<file path="config.mk">
export PLATFORM = sky130hd
export DESIGN_NAME = butterfly_unit_flat
export DESIGN_NICKNAME = d
export VERILOG_FILES = /design/src/rtl/butterfly_unit_if.sv /design/src/rtl/butterfly_unit.sv /design/src/flat_wrapper.sv
export SDC_FILE = /design/constraint.sdc
export NUM_CORES = 1
export LEC_CHECK = 0
export BUFFER_PORTS_ARGS = -buffer_cell sky130_fd_sc_hd__buf_4
export CORE_MARGIN = 1
export CORE_UTILIZATION = 55
export DETAILED_ROUTE_END_ITERATION = 6
export PLACE_DENSITY_LB_ADDON = 0.15
export SETUP_SLACK_MARGIN = 0.15
export SKIP_CTS_REPAIR_TIMING = 1
export SYNTH_ARGS = -nofsm -noshare
export SYNTH_HDL_FRONTEND = slang
export SYNTH_SLANG_ARGS = --single-unit
</file>
<file path="constraint.sdc">
create_clock -name clk -period 11 [get_ports clk]
set_input_delay 2.2 -clock clk [delete_from_list [all_inputs] [get_ports clk]]
set_output_delay 2.2 -clock clk [all_outputs]
set_load 0.05 [all_outputs]
</file>
<file path="src/rtl/butterfly_unit_if.sv">
// Purpose: groups the request, sample/twiddle, multiplier handshake and result
//          signals of butterfly_unit. master = the butterfly side, slave = its
//          environment (request source, shared multiplier, result consumer).
// Ports:   start/a/b/w in; mul_enable/mul_A/mul_B out, mul_done/mul_product in;
//          y0/y1/valid/busy out (directions as seen from master).
interface butterfly_unit_if #(
  parameter int DATA_WIDTH = 16
);
  logic                         start;
  logic signed [DATA_WIDTH-1:0] a_re, a_im, b_re, b_im;
  logic signed [DATA_WIDTH-1:0] w_re, w_im;

  logic                         mul_enable;
  logic signed [DATA_WIDTH-1:0] mul_A, mul_B;
  logic                         mul_done;
  logic signed [DATA_WIDTH-1:0] mul_product;

  logic signed [DATA_WIDTH-1:0] y0_re, y0_im, y1_re, y1_im;
  logic                         valid;
  logic                         busy;

  modport master (
    input  start, a_re, a_im, b_re, b_im, w_re, w_im,
    output mul_enable, mul_A, mul_B,
    input  mul_done, mul_product,
    output y0_re, y0_im, y1_re, y1_im, valid, busy
  );

  modport slave (
    output start, a_re, a_im, b_re, b_im, w_re, w_im,
    input  mul_enable, mul_A, mul_B,
    output mul_done, mul_product,
    input  y0_re, y0_im, y1_re, y1_im, valid, busy
  );
endinterface

</file>
<file path="src/rtl/butterfly_unit.sv">
// Purpose: radix-2 DIT butterfly y0=a+w*b, y1=a-w*b using a shared external
//          multiplier for the four partial products; optional /2 and saturation.
// Latency: valid 4*(L+1)+1 cycles after the start edge (L = multiplier latency).
// Flow:    start is only taken in IDLE (no queuing); busy high while working.
// Ports:   clk, reset_n (async active-low), bus (butterfly_unit_if.master).
module butterfly_unit #(
  parameter int DATA_WIDTH = 16,
  parameter int SCALE      = 1
) (
  input logic              clk,
  input logic              reset_n,
  butterfly_unit_if.master bus
);
  localparam int DW = DATA_WIDTH;
  localparam int W1 = DW + 1;
  localparam int W2 = DW + 2;
  localparam logic signed [W2-1:0] SAT_MAX = W2'((2 ** (DW - 1)) - 1);
  localparam logic signed [W2-1:0] SAT_MIN = W2'(-(2 ** (DW - 1)));

  typedef enum logic [2:0] {IDLE, ISSUE, WAIT, COMBINE, OUT} state_t;

  state_t               state;
  logic [1:0]           idx;
  logic signed [DW-1:0] a_re_q, a_im_q, b_re_q, b_im_q, w_re_q, w_im_q;
  logic signed [DW-1:0] p_q [4];
  logic                 mul_enable_q, valid_q, busy_q;
  logic signed [DW-1:0] mul_a_q, mul_b_q;
  logic signed [DW-1:0] y0_re_q, y0_im_q, y1_re_q, y1_im_q;

  // Product order: P0=w_re*b_re, P1=w_im*b_im, P2=w_re*b_im, P3=w_im*b_re.
  // Twiddle alternates re/im on idx[0]; sample is im for idx 1 and 2.
  logic [1:0]           idx_nxt;
  logic signed [DW-1:0] nxt_w, nxt_b;
  always_comb begin
    idx_nxt = idx + 2'd1;
    nxt_w   = idx_nxt[0] ? w_im_q : w_re_q;
    nxt_b   = (idx_nxt[0] ^ idx_nxt[1]) ? b_im_q : b_re_q;
  end

  // Full-precision combine: no wrap before the final scale/saturate.
  logic signed [W1-1:0] t_re, t_im;
  logic signed [W2-1:0] s0_re, s0_im, s1_re, s1_im;
  always_comb begin
    t_re  = W1'(p_q[0]) - W1'(p_q[1]);
    t_im  = W1'(p_q[2]) + W1'(p_q[3]);
    s0_re = W2'(a_re_q) + W2'(t_re);
    s0_im = W2'(a_im_q) + W2'(t_im);
    s1_re = W2'(a_re_q) - W2'(t_re);
    s1_im = W2'(a_im_q) - W2'(t_im);
  end

  // Arithmetic shift floors toward -inf, applied before clamping.
  function automatic logic signed [DW-1:0] scale_sat(input logic signed [W2-1:0] v);
    logic signed [W2-1:0] s;
    s = (SCALE != 0) ? (v >>> 1) : v;
    if (s > SAT_MAX) return SAT_MAX[DW-1:0];
    if (s < SAT_MIN) return SAT_MIN[DW-1:0];
    return s[DW-1:0];
  endfunction

  always_ff @(posedge clk or negedge reset_n) begin
    if (!reset_n) begin
      state        <= IDLE;
      idx          <= 2'd0;
      a_re_q       <= '0;
      a_im_q       <= '0;
      b_re_q       <= '0;
      b_im_q       <= '0;
      w_re_q       <= '0;
      w_im_q       <= '0;
      for (int i = 0; i < 4; i++) p_q[i] <= '0;
      mul_enable_q <= 1'b0;
      mul_a_q      <= '0;
      mul_b_q      <= '0;
      y0_re_q      <= '0;
      y0_im_q      <= '0;
      y1_re_q      <= '0;
      y1_im_q      <= '0;
      valid_q      <= 1'b0;
      busy_q       <= 1'b0;
    end else begin
      case (state)
        IDLE: begin
          if (bus.start) begin
            a_re_q       <= bus.a_re;
            a_im_q       <= bus.a_im;
            b_re_q       <= bus.b_re;
            b_im_q       <= bus.b_im;
            w_re_q       <= bus.w_re;
            w_im_q       <= bus.w_im;
            // First operands come straight from the inputs being latched.
            mul_a_q      <= bus.w_re;
            mul_b_q      <= bus.b_re;
            mul_enable_q <= 1'b1;
            idx          <= 2'd0;
            busy_q       <= 1'b1;
            state        <= ISSUE;
          end
        end
        ISSUE: begin
          mul_enable_q <= 1'b0;
          state        <= WAIT;
        end
        WAIT: begin
          if (bus.mul_done) begin
            p_q[idx] <= bus.mul_product;
            if (idx == 2'd3) begin
              state <= COMBINE;
            end else begin
              // Operands change only here, so they hold for the whole wait.
              idx          <= idx_nxt;
              mul_a_q      <= nxt_w;
              mul_b_q      <= nxt_b;
              mul_enable_q <= 1'b1;
              state        <= ISSUE;
            end
          end
        end
        COMBINE: begin
          y0_re_q <= scale_sat(s0_re);
          y0_im_q <= scale_sat(s0_im);
          y1_re_q <= scale_sat(s1_re);
          y1_im_q <= scale_sat(s1_im);
          valid_q <= 1'b1;
          idx     <= 2'd0;
          state   <= OUT;
        end
        OUT: begin
          valid_q <= 1'b0;
          busy_q  <= 1'b0;
          state   <= IDLE;
        end
        default: begin
          mul_enable_q <= 1'b0;
          valid_q      <= 1'b0;
          busy_q       <= 1'b0;
          state        <= IDLE;
        end
      endcase
    end
  end

  assign bus.mul_enable = mul_enable_q;
  assign bus.mul_A      = mul_a_q;
  assign bus.mul_B      = mul_b_q;
  assign bus.y0_re      = y0_re_q;
  assign bus.y0_im      = y0_im_q;
  assign bus.y1_re      = y1_re_q;
  assign bus.y1_im      = y1_im_q;
  assign bus.valid      = valid_q;
  assign bus.busy       = busy_q;
endmodule

</file>
<file path="src/flat_wrapper.sv">
// flat-port wrapper written by rule: the top's interface ports become plain ports
module butterfly_unit_flat 
#(
  parameter int DATA_WIDTH = 16,
  parameter int SCALE      = 1
)
  (clk, reset_n, bus_start, bus_a_re, bus_a_im, bus_b_re, bus_b_im, bus_w_re, bus_w_im, bus_mul_enable, bus_mul_A, bus_mul_B, bus_mul_done, bus_mul_product, bus_y0_re, bus_y0_im, bus_y1_re, bus_y1_im, bus_valid, bus_busy);
  butterfly_unit_if #(.DATA_WIDTH(DATA_WIDTH)) bus_i ();
  input logic clk;
  input logic reset_n;
  input wire logic [$bits(bus_i.start)-1:0] bus_start;
  input wire logic [$bits(bus_i.a_re)-1:0] bus_a_re;
  input wire logic [$bits(bus_i.a_im)-1:0] bus_a_im;
  input wire logic [$bits(bus_i.b_re)-1:0] bus_b_re;
  input wire logic [$bits(bus_i.b_im)-1:0] bus_b_im;
  input wire logic [$bits(bus_i.w_re)-1:0] bus_w_re;
  input wire logic [$bits(bus_i.w_im)-1:0] bus_w_im;
  output wire logic [$bits(bus_i.mul_enable)-1:0] bus_mul_enable;
  output wire logic [$bits(bus_i.mul_A)-1:0] bus_mul_A;
  output wire logic [$bits(bus_i.mul_B)-1:0] bus_mul_B;
  input wire logic [$bits(bus_i.mul_done)-1:0] bus_mul_done;
  input wire logic [$bits(bus_i.mul_product)-1:0] bus_mul_product;
  output wire logic [$bits(bus_i.y0_re)-1:0] bus_y0_re;
  output wire logic [$bits(bus_i.y0_im)-1:0] bus_y0_im;
  output wire logic [$bits(bus_i.y1_re)-1:0] bus_y1_re;
  output wire logic [$bits(bus_i.y1_im)-1:0] bus_y1_im;
  output wire logic [$bits(bus_i.valid)-1:0] bus_valid;
  output wire logic [$bits(bus_i.busy)-1:0] bus_busy;
  assign bus_i.start = bus_start;
  assign bus_i.a_re = bus_a_re;
  assign bus_i.a_im = bus_a_im;
  assign bus_i.b_re = bus_b_re;
  assign bus_i.b_im = bus_b_im;
  assign bus_i.w_re = bus_w_re;
  assign bus_i.w_im = bus_w_im;
  assign bus_mul_enable = bus_i.mul_enable;
  assign bus_mul_A = bus_i.mul_A;
  assign bus_mul_B = bus_i.mul_B;
  assign bus_i.mul_done = bus_mul_done;
  assign bus_i.mul_product = bus_mul_product;
  assign bus_y0_re = bus_i.y0_re;
  assign bus_y0_im = bus_i.y0_im;
  assign bus_y1_re = bus_i.y1_re;
  assign bus_y1_im = bus_i.y1_im;
  assign bus_valid = bus_i.valid;
  assign bus_busy = bus_i.busy;
  butterfly_unit #(.DATA_WIDTH(DATA_WIDTH), .SCALE(SCALE)) u_core (.clk(clk), .reset_n(reset_n), .bus(bus_i));
endmodule
</file>
==> metrics.txt, run 1 <==
Pins Over Slew Limit 0; DR vias/cell ~5.6; total negative slack 0 ps; WL/cell between 15 and 20 um; cell depth of the worst flop-to-flop path 20; Worst EP required about 11,000 ps; H-tree Lvls 1; port bufs about 210; syn_nets ~1,800; clk_lat worst skew between 500 and 600 ps; Placer Congestion 0.936; met3 WL 1670 um; total CTS buffers 28; asr flop ratio synth 1.00; post-layout util 0.670; Gate Count Post-Synth 1,563; Critical Path, Cell by Cell inv_1, ha_1, fa_1, nor2b_1, o21a_1, o21a_1, o211ai_1, a21oi_1, o311ai_0, a21bo_2, nand2_1, xor2_1, ha_1, o21a_1, o21ai_0, o311ai_0, a311oi_1, nor2_1, a31oi_1, o21ai_0; flop and latch count out of synthesis around 260; sequential share of the synthesized area 0.417; Final Hold Viols 0; CTS tree built; Crit-path slowest cell a311oi_1; initial DRC count roughly 590; Top Metal Used met4; routed via count 11,900; Mean Syn Cell Area approximately 10 um2; final worst slack between 6000 and 7000 ps; drt first pass iters 5; largest net degree at the start of global routing approximately 120; crit-path max FO 13; core area roughly 28,000 um2; share of cells above drive strength 1 0.273; Routed WL ~37,000 um; max incr delay on CP approximately 600 ps; reg2reg setup slack 6030 ps; gr usage total 0.255; most common library cell in the layout ignoring fill and taps dfrtp_1; Overflow after GRT 0; Top FF cell, synth dfrtp_1; die area roughly 30,000 um2; vias in the first global route about 12,000; antenna violations before repair 0; ANT nets after route 0; Die Ht about 170 um; Setup Viol. Count Final 0; most frequent CP cell o21a_1; Period minus WS final 4970 ps; unrepaired setup endpoints after global routing false; Worst Setup Start Kind flip-flop; fillers roughly 2,300; Final HPWL DP 26,900 um; Period Utilization, post-route 0.452; Critical Path AT around 5400 ps; count of cell types in the netlist between 80 and 90; DRC 0; Post-synth EDFFs 0; Antenna diodes 0; met1 wire length 16,500 um; dpl ws ~6000 ps; TritonCTS Sinks between 200 and 300; layout net count 1,985; worst clock skew 7.78 ps; # IOs ~220; outcome finished, final reports clean; Hold Path Class reg -> reg; Synthesis Warnings 0; global-route wire length before repair 60,000 um; Slew @ Worst Pin 1210 ps; Starting Density 0.564; Post-Synthesis Cell Area 15,900 um2; clk buf depth 3; Achievable Freq 201 MHz; crit path kind reg -> reg; Die X ~170 um; hold path depth 2; most frequent cells in the layout 264 x dfrtp_1, 221 x buf_4, 158 x mux2_2; root buffer cell clkbuf_16; clock transition at the registers of the reported paths 60 ps; Area Growth Syn to Fin 18.7%; max_cap viols 0; met2 WL between 15,000 and 20,000 um; FP Rows between 60 and 70; CP endpoint kind flip-flop; worst rel slew slack 0.195
[cells by family (layout without fill, tap and decap cells)]
family	after synthesis	in the layout	synth area share
xor+xnor	78	78	0.0436
compound gates	356	356	0.149
buf+inv	151	361	0.0389
mux	191	191	0.133
flops	264	264	0.417
simple gates	393	393	0.114
fa+ha+maj	130	130	0.104
[sequential cells by signal (all words and copies together), names as in the netlist, 2 cells and up]
signal	cells
u_core.state	3
u_core.a_im_q	16
u_core.b_im_q	16
u_core.p_q	64
u_core.bus.mul_A	16
u_core.w_re_q	16
u_core.bus.y1_re	16
u_core.bus.mul_B	16
u_core.idx	2
u_core.bus.y1_im	16
u_core.b_re_q	16
u_core.w_im_q	16
u_core.bus.y0_re	16
u_core.a_re_q	16
u_core.bus.y0_im	16
[layer usage]
| metal | up-vias | global-route usage |
|---|---|---|
| met4 | 0 | 0.0723 |
| met1 | 5790 | 0.335 |
| met2 | 265 | 0.437 |
| met5 | - | 0 |
| li1 | 5833 | - |
| met3 | 54 | 0.0359 |
[synthesized netlist by cell type, types with 6 or more instances]
master | instances | area, um2
o221a_2 | 12 | 135
a211oi_1 | 7 | 52.6
o21bai_1 | 13 | 97.6
o211ai_1 | 8 | 60.1
nand3_1 | 26 | 130
ha_1 | 112 | 1400
a21oi_1 | 63 | 315
o21a_1 | 18 | 135
nand2_1 | 157 | 589
inv_1 | 87 | 327
mux2i_1 | 33 | 330
nand2b_1 | 31 | 194
nor3_1 | 17 | 85.1
xnor2_1 | 51 | 447
nor2_1 | 99 | 372
o31ai_1 | 6 | 45.0
mux2_2 | 158 | 1780
xor2_1 | 26 | 228
maj3_1 | 7 | 70.1
nor2b_1 | 20 | 125
o21ai_0 | 130 | 651
nor4_1 | 6 | 37.5
buf_2 | 6 | 30.0
o21ai_1 | 10 | 50.1
dfrtp_1 | 264 | 6610
a211o_1 | 7 | 61.3
or3_1 | 11 | 68.8
fa_1 | 6 | 120
clkbuf_1 | 46 | 173
a21o_1 | 20 | 150
[through the flow]
stage | cell area [um2] | hold slack (ps) | instances
2_1_floorplan | 15900 | 469 | 1563
3_3_place_gp | 17700 | 464 | 2099
3_5_place_dp | 17700 | 469 | 2099
4_1_cts | 18800 | 484 | 2151
5_1_grt | 18800 | 510 | 2151
6_report | 18800 | 477 | 2151
[area by class of cell]
| type | instances | area, um2 | share of cell area |
|---|---|---|---|
| Multi-Input combinational cell | 1148 | 8650 | 0.460 |
| Inverter | 87 | 327 | 0.0174 |
| Sequential cell | 264 | 6610 | 0.351 |
| Clock buffer | 36 | 802 | 0.0426 |
| Clock inverter | 16 | 287 | 0.0152 |
| Tap cell | 378 | 473 | 0.0251 |
| Timing Repair Buffer | 222 | 1670 | 0.0890 |
[final timing paths]
kind,startpoint,to
min in group asynchronous,reset_n,u_core.bus.mul_A[8]
hold reg to reg,u_core.bus.y1_re[15],u_core.bus.y1_re[15]
max in group asynchronous,reset_n,u_core.bus.y1_im[6]
setup reg to reg,u_core.p_q[48],u_core.bus.y0_re[14]
hold / removal,u_core.bus.y1_re[15],u_core.bus.y1_re[15]
setup / recovery,u_core.p_q[48],u_core.bus.y0_re[14]
[worst max-delay path: cells and delay by family, from the launching register on]
family / cells / cell delay [ps]
AO/OA/AOI/OAI: 12 / 2890
XOR/XNOR: 1 / 150
adder cells (fa/ha/maj): 3 / 830
buffers and inverters: 1 / 60
flip-flops: 1 / 380
AND/OR/NAND/NOR: 3 / 520
Power of run 1 is not shown: default switching activity piles up to over one toggle a cycle in this logic, so the estimate is an artifact.
==> run 2, diff against run 1 <==
clock period = 4.6 ns   (was 11 ns; I/O delays follow)
==> run 2 against run 1 <==
  * Register-to-register slack worse by 5700 ps
  * Global-route usage is 0.50 points higher
  * Core utilization is 2.5 points higher
  * Worst hold slack worse by 120 ps
  * Non-clock buffer count is 41 higher
  * Cell count is 2.0% higher
  * Final area is 3.7% higher
  * Highest routed layer unchanged
  * Routed wire length is 3.4% higher
  * Die area stayed put
==> metrics.txt, run 2 (synthesis results as in run 1) <==
TritonCTS Sinks 264 (unchanged); Crit-path slowest cell a2111o_1 (was a311oi_1); unrepaired setup endpoints after global routing true (was false); crit path from u_core.p_q[48] (unchanged); Pins Over Slew Limit 0 (unchanged); vias in the first global route 12,000 (was 11,900); Critical Path, Cell by Cell inv_2, ha_4, fa_2, nor2b_1, o21a_1, o21a_1, o211ai_1, a21oi_2, o311ai_2, a21bo_2, nand2_2, xor2_1, ha_1, a21o_1, a2111o_1, nor4_2, a211o_2, nor2_4, buf_6, nor2_2, o21ai_2 (was inv_1, ha_1, fa_1, nor2b_1, o21a_1, o21a_1, o211ai_1, a21oi_1, o311ai_0, a21bo_2, nand2_1, xor2_1, ha_1, o21a_1, o21ai_0, o311ai_0, a311oi_1, nor2_1, a31oi_1, o21ai_0); die area 29,500 um2 (unchanged); Post-DP Area 18,000 um2 (was 17,700 um2); antenna violations before repair 2 (was 0); max_cap viols 0 (unchanged); ANT nets after route 0 (unchanged); Final Hold Viols 0 (unchanged); Starting Density 0.564 (unchanged); DR vias/cell 5.53 (was 5.55); worst rel slew slack 0.287 (was 0.195); clock transition at the registers of the reported paths 60 ps (about the same); clk_lat worst skew 560 ps (was 550 ps); Area Growth Syn to Fin 23.1% (was 18.7%); CP endpoint kind flip-flop (unchanged); root buffer cell clkbuf_16 (unchanged); Placer Congestion 0.892 (was 0.936); initial DRC count 510 (was 587); finished layout cell area 19,500 um2 (was 18,800 um2); Period minus WS final 4300 ps (was 4970 ps); Die X 172 um (unchanged); FP Rows 61 (unchanged); Critical Path AT 4750 ps (was 5390 ps); Setup Viol. Count Final 0 (unchanged); Worst Setup Start Kind flip-flop (unchanged); Final HPWL DP 27,700 um (was 26,900 um); gr usage total 0.260 (was 0.255); WL/cell 17.4 um (was 17.1 um); Achievable Freq 233 MHz (was 201 MHz); Top reg by flops u_core.p_q (unchanged); H-tree Lvls 1 (unchanged); DRC 0 (unchanged); most frequent cells in the layout 264 x dfrtp_1, 249 x buf_4, 158 x mux2_2 (was 264 x dfrtp_1, 221 x buf_4, 158 x mux2_2); Reg2Reg Launch Point u_core.p_q[48] (unchanged); Period Utilization, post-route 0.934 (was 0.452); largest net degree at the start of global routing 102 (was 121); routed via count 12,100 (was 11,900); Die Ht 172 um (unchanged); Largest register FFs 64 (unchanged); global-route wire length before repair 61,000 um (was 60,000 um); clk buf depth 3 (unchanged); port bufs 214 (unchanged); Routed WL 38,100 um (was 36,800 um); CTS tree built (unchanged); crit-path max FO 6 (was 13); Overflow after GRT 0 (unchanged); crit path kind reg -> reg (unchanged); max incr delay on CP 400 ps (was 610 ps); layout net count 2,028 (was 1,985); Worst EP required 5050 ps (was 11,420 ps); Hold WS 357 ps (was 477 ps); most frequent CP cell o21a_1 (unchanged); most common library cell in the layout ignoring fill and taps dfrtp_1 (unchanged); drt first pass iters 5 (unchanged); # IOs 215 (unchanged); Hold Path Class in -> async (was reg -> reg); Slew @ Worst Pin 1070 ps (was 1210 ps); worst clock skew 18.2 ps (was 7.78 ps); outcome finished, final reports clean (unchanged); share of cells above drive strength 1 0.325 (was 0.273); total CTS buffers 30 (was 28); core area 28,100 um2 (unchanged)
run 2: cell types whose count changed in the layout (fill, tap and decap cells not counted), sizes merged:
cell,change
clkbuf,+9
clkinv,-2
diode,+2
buf,+40
bufinv,-6
run 2: worst paths after layout:
kind / cells past startpoint / endpoint / slack [ps]
min in group clk: 2 / u_core.bus.mul_A[7] / 480
worst max-delay path: 21 / u_core.bus.y0_re[12] / 300
max in group asynchronous: 2 / u_core.bus.mul_A[11] / 3200
worst min register to register: 2 / u_core.bus.mul_A[7] / 480
worst max register to register: 21 / u_core.bus.y0_re[12] / 300
worst min-delay path: 1 / u_core.bus.mul_A[9] / 360
run 2: worst max-delay path, delay by kind of cell (launching register included):
kind                     cells  cell delay [ps]
AND/OR/NAND/NOR              5              580
adder cells (fa/ha/maj)      3              680
flip-flops                   1              380
AO/OA/AOI/OAI               10             2200
XOR/XNOR                     1              140
buffers and inverters        2              210
run 2: metal layers:
layer | vias to the layer above | global-route usage | part of all wire
met1 | 5880 | 0.339 | 0.44
met3 | 54 | 0.0405 | 0.044
met2 | 248 | 0.455 | 0.49
met5 | - | 0 | 0
li1 | 5944 | - | -
met4 | 0 | 0.0558 | 0.021
run 2: cell type report:
type / count / area (um2)
diodes: 2 / 5.00
clock buffers: 44 / 863
clock inverters: 8 / 104
fillers: 2175 / 8580
inverters: 87 / 327
multi-input cells: 1148 / 9050
flip-flops and latches: 264 / 6610
well taps: 378 / 473
repair buffers: 263 / 2080
run 2: per-stage QoR:
| step | cells | TNS, ps | util | worst slack [ps] |
|---|---|---|---|---|
| 2_1_floorplan | 1563 | 0 | - | 344 |
| 3_3_place_gp | 2129 | -28.8 | 0.642 | -28.8 |
| 3_5_place_dp | 2129 | 0 | 0.642 | 10.7 |
| 4_1_cts | 2181 | -41.4 | 0.676 | -41.4 |
| 5_1_grt | 2193 | 0 | 0.695 | 60.7 |
| 6_report | 2194 | 0 | 0.695 | 301 |
Power of run 2 is left out for the same reason.
==> run 3, diff against run 2 <==
ABC_AREA = 1   (was default)
CORE_UTILIZATION = 35   (was 55)
clock period = 3.6 ns   (was 4.6 ns; I/O delays follow)
==> run 3 against run 2 <==
  * Maximum frequency is 21% higher
  * Critical endpoint is now u_core.bus.y0_im[6]
  * Register-to-register slack worse by 250 ps
  * Routed wire length is 44% higher
  * Sequential share of layout area is 5.6 points lower
  * Core utilization is 21 points lower
==> metrics.txt, run 3 <==
outcome finished, final reports clean (unchanged); Post-synth top cells 927 x nand2_1, 264 x dfrtp_1, 243 x inv_1 (was 264 x dfrtp_1, 158 x mux2_2, 157 x nand2_1); worst rel slew slack 0.275 (was 0.287); Overflow after GRT 0 (unchanged); # IOs 215 (unchanged); Achievable Freq 282 MHz (was 233 MHz); top-count cell post-synth nand2_1 (was dfrtp_1); port bufs 214 (unchanged); Setup Viol. Count Final 0 (unchanged); layout net count 2,962 (was 2,028); flop and latch count out of synthesis 264 (unchanged); CP endpoint kind flip-flop (unchanged); crit path kind reg -> reg (unchanged); root buffer cell clkbuf_16 (unchanged); Starting Density 0.355 (was 0.564); clock transition at the registers of the reported paths 60 ps (about the same); Mean Syn Cell Area 7.22 um2 (was 10.1 um2); Synth area leaders dfrtp_1 39%, nand2_1 20%, ha_1 8.3% (was dfrtp_1 42%, mux2_2 11%, ha_1 8.8%); Top reg by flops u_core.p_q (unchanged); Worst EP required 4080 ps (was 5050 ps); Die X 222 um (was 172 um); Largest register FFs 64 (unchanged); total CTS buffers 31 (was 30); routed via count 16,300 (was 12,100); antenna violations before repair 1 (was 2); WL/cell 16.3 um (was 17.4 um); worst clock skew 21.5 ps (was 18.2 ps); die area 49,400 um2 (was 29,500 um2); global-route wire length before repair 84,300 um (was 61,000 um); DR vias/cell 4.83 (was 5.53); initial DRC count 914 (was 510); max_cap viols 0 (unchanged); count of cell types in the netlist 47 (was 84); asr flop ratio synth 1.00 (unchanged); Area Growth Syn to Fin 37.8% (was 23.1%); ANT nets after route 0 (unchanged); TritonCTS Sinks 264 (unchanged); most frequent cells in the layout 811 x nand2_1, 407 x buf_4, 264 x dfrtp_1 (was 264 x dfrtp_1, 249 x buf_4, 158 x mux2_2); Critical Path AT 4030 ps (was 4750 ps); Post-Synthesis Cell Area 17,000 um2 (was 15,900 um2); unrepaired setup endpoints after global routing true (unchanged); Die Ht 222 um (was 172 um); H-tree Lvls 1 (unchanged); Post-synth EDFFs 0 (unchanged); crit-path max FO 7 (was 6); Routed WL 54,800 um (was 38,100 um); CTS tree built (unchanged); Pins Over Slew Limit 0 (unchanged); drt first pass iters 5 (unchanged); Hold Path Class in -> async (unchanged); largest net degree at the start of global routing 104 (was 102); Slew @ Worst Pin 1080 ps (was 1070 ps); Worst Setup Start Kind flip-flop (unchanged); Placer Congestion 0.930 (was 0.892); clk_lat worst skew 610 ps (was 560 ps); vias in the first global route 15,400 (was 12,000); syn_nets 2,586 (was 1,797); gr usage total 0.211 (was 0.260); Period Utilization, post-route 0.985 (was 0.934); Hold WS 169 ps (was 357 ps); Top FF cell, synth dfrtp_1 (unchanged); clk buf depth 3 (unchanged); Synthesis Warnings 0 (unchanged); cell accounting for the most synthesized area dfrtp_1 (unchanged); most common library cell in the layout ignoring fill and taps nand2_1 (was dfrtp_1); Final HPWL DP 40,000 um (was 27,700 um); sequential share of the synthesized area 0.389 (was 0.417); Gate Count Post-Synth 2,352 (was 1,563); top cell type's share of synthesized area 0.389 (was 0.417); share of cells above drive strength 1 0.305 (was 0.325); Final Hold Viols 0 (unchanged); Period minus WS final 3550 ps (was 4300 ps); DRC 0 (unchanged); FP Rows 80 (was 61); core area 47,800 um2 (was 28,100 um2)
==> run 3: final cells by class <==
type	instances	area [um2]
Sequential cell	264	6610
Clock buffer	45	908
Clock inverter	11	151
Multi-Input combinational cell	1749	10700
Tap cell	615	769
Inverter	258	982
Fill cell	4746	24400
Timing Repair Buffer	424	3330
Antenna cell	1	2.50
==> run 3: path summary, 6_finish.rpt <==
kind	start	end	slack, ps	depth (start not counted)
setup / recovery	u_core.p_q[0]	u_core.bus.y0_im[6]	50	21
hold / removal	reset_n	u_core.p_q[8]	170	1
setup reg to reg	u_core.p_q[0]	u_core.bus.y0_im[6]	50	21
hold reg to reg	u_core.bus.y0_re[13]	u_core.bus.y0_re[13]	470	2
max in group asynchronous	reset_n	u_core.bus.y0_im[7]	2520	2
min in group clk	bus_w_im[1]	u_core.w_im_q[1]	310	3
==> run 3: metrics by stage <==
| stage | utilization | setup TNS (ps) | setup slack (ps) | instances | area [um2] |
|---|---|---|---|---|---|
| global placement | 0.424 | -12500 | -275 | 3266 | 20300 |
| detailed placement | 0.424 | -13200 | -273 | 3266 | 20300 |
| finish | 0.489 | 0 | 52.2 | 3367 | 23400 |
| floorplan | - | 0 | 217 | 2352 | 17000 |
| global route | 0.489 | -2370 | -113 | 3366 | 23400 |
| CTS | 0.447 | -13580 | -294 | 3322 | 21400 |
==> run 3: metal layers <==
layer,vias up,share of wire,track usage
li1,8172,-,-
met1,7690,0.48,0.301
met2,326,0.45,0.335
met3,61,0.046,0.0313
met4,2,0.021,0.0529
met5,-,0.00031,0
==> run 3: cell families (layout without fill, tap and decap cells) <==
logic type / Yosys count / in the layout / share of synthesized area
simple gates: 1203 / 1209 / 0.288
compound gates: 352 / 352 / 0.113
buf+inv: 345 / 738 / 0.0835
flops: 264 / 264 / 0.389
fa+ha+maj: 118 / 118 / 0.0896
xor+xnor: 70 / 70 / 0.0361
other cells: 0 / 1 / 0
==> run 3: worst max-delay path: stages (launching register included) <==
cell and delay [ps]:
dfrtp_1 350, ha_1 170, inv_1 60, fa_2 370, o21ai_4 180, a31oi_2 120
inv_1 110, a21oi_1 80, or2_2 300, nand2_4 90, ha_4 250, buf_4 160
a21oi_4 160, o21ai_2 100, a21oi_2 220, nand3_2 190, nand2_4 150, nand2_2 120
nand2_1 90, nand2_2 50, nand2_1 50, nand2_1 70
Power of run 3 is left out for the same reason.
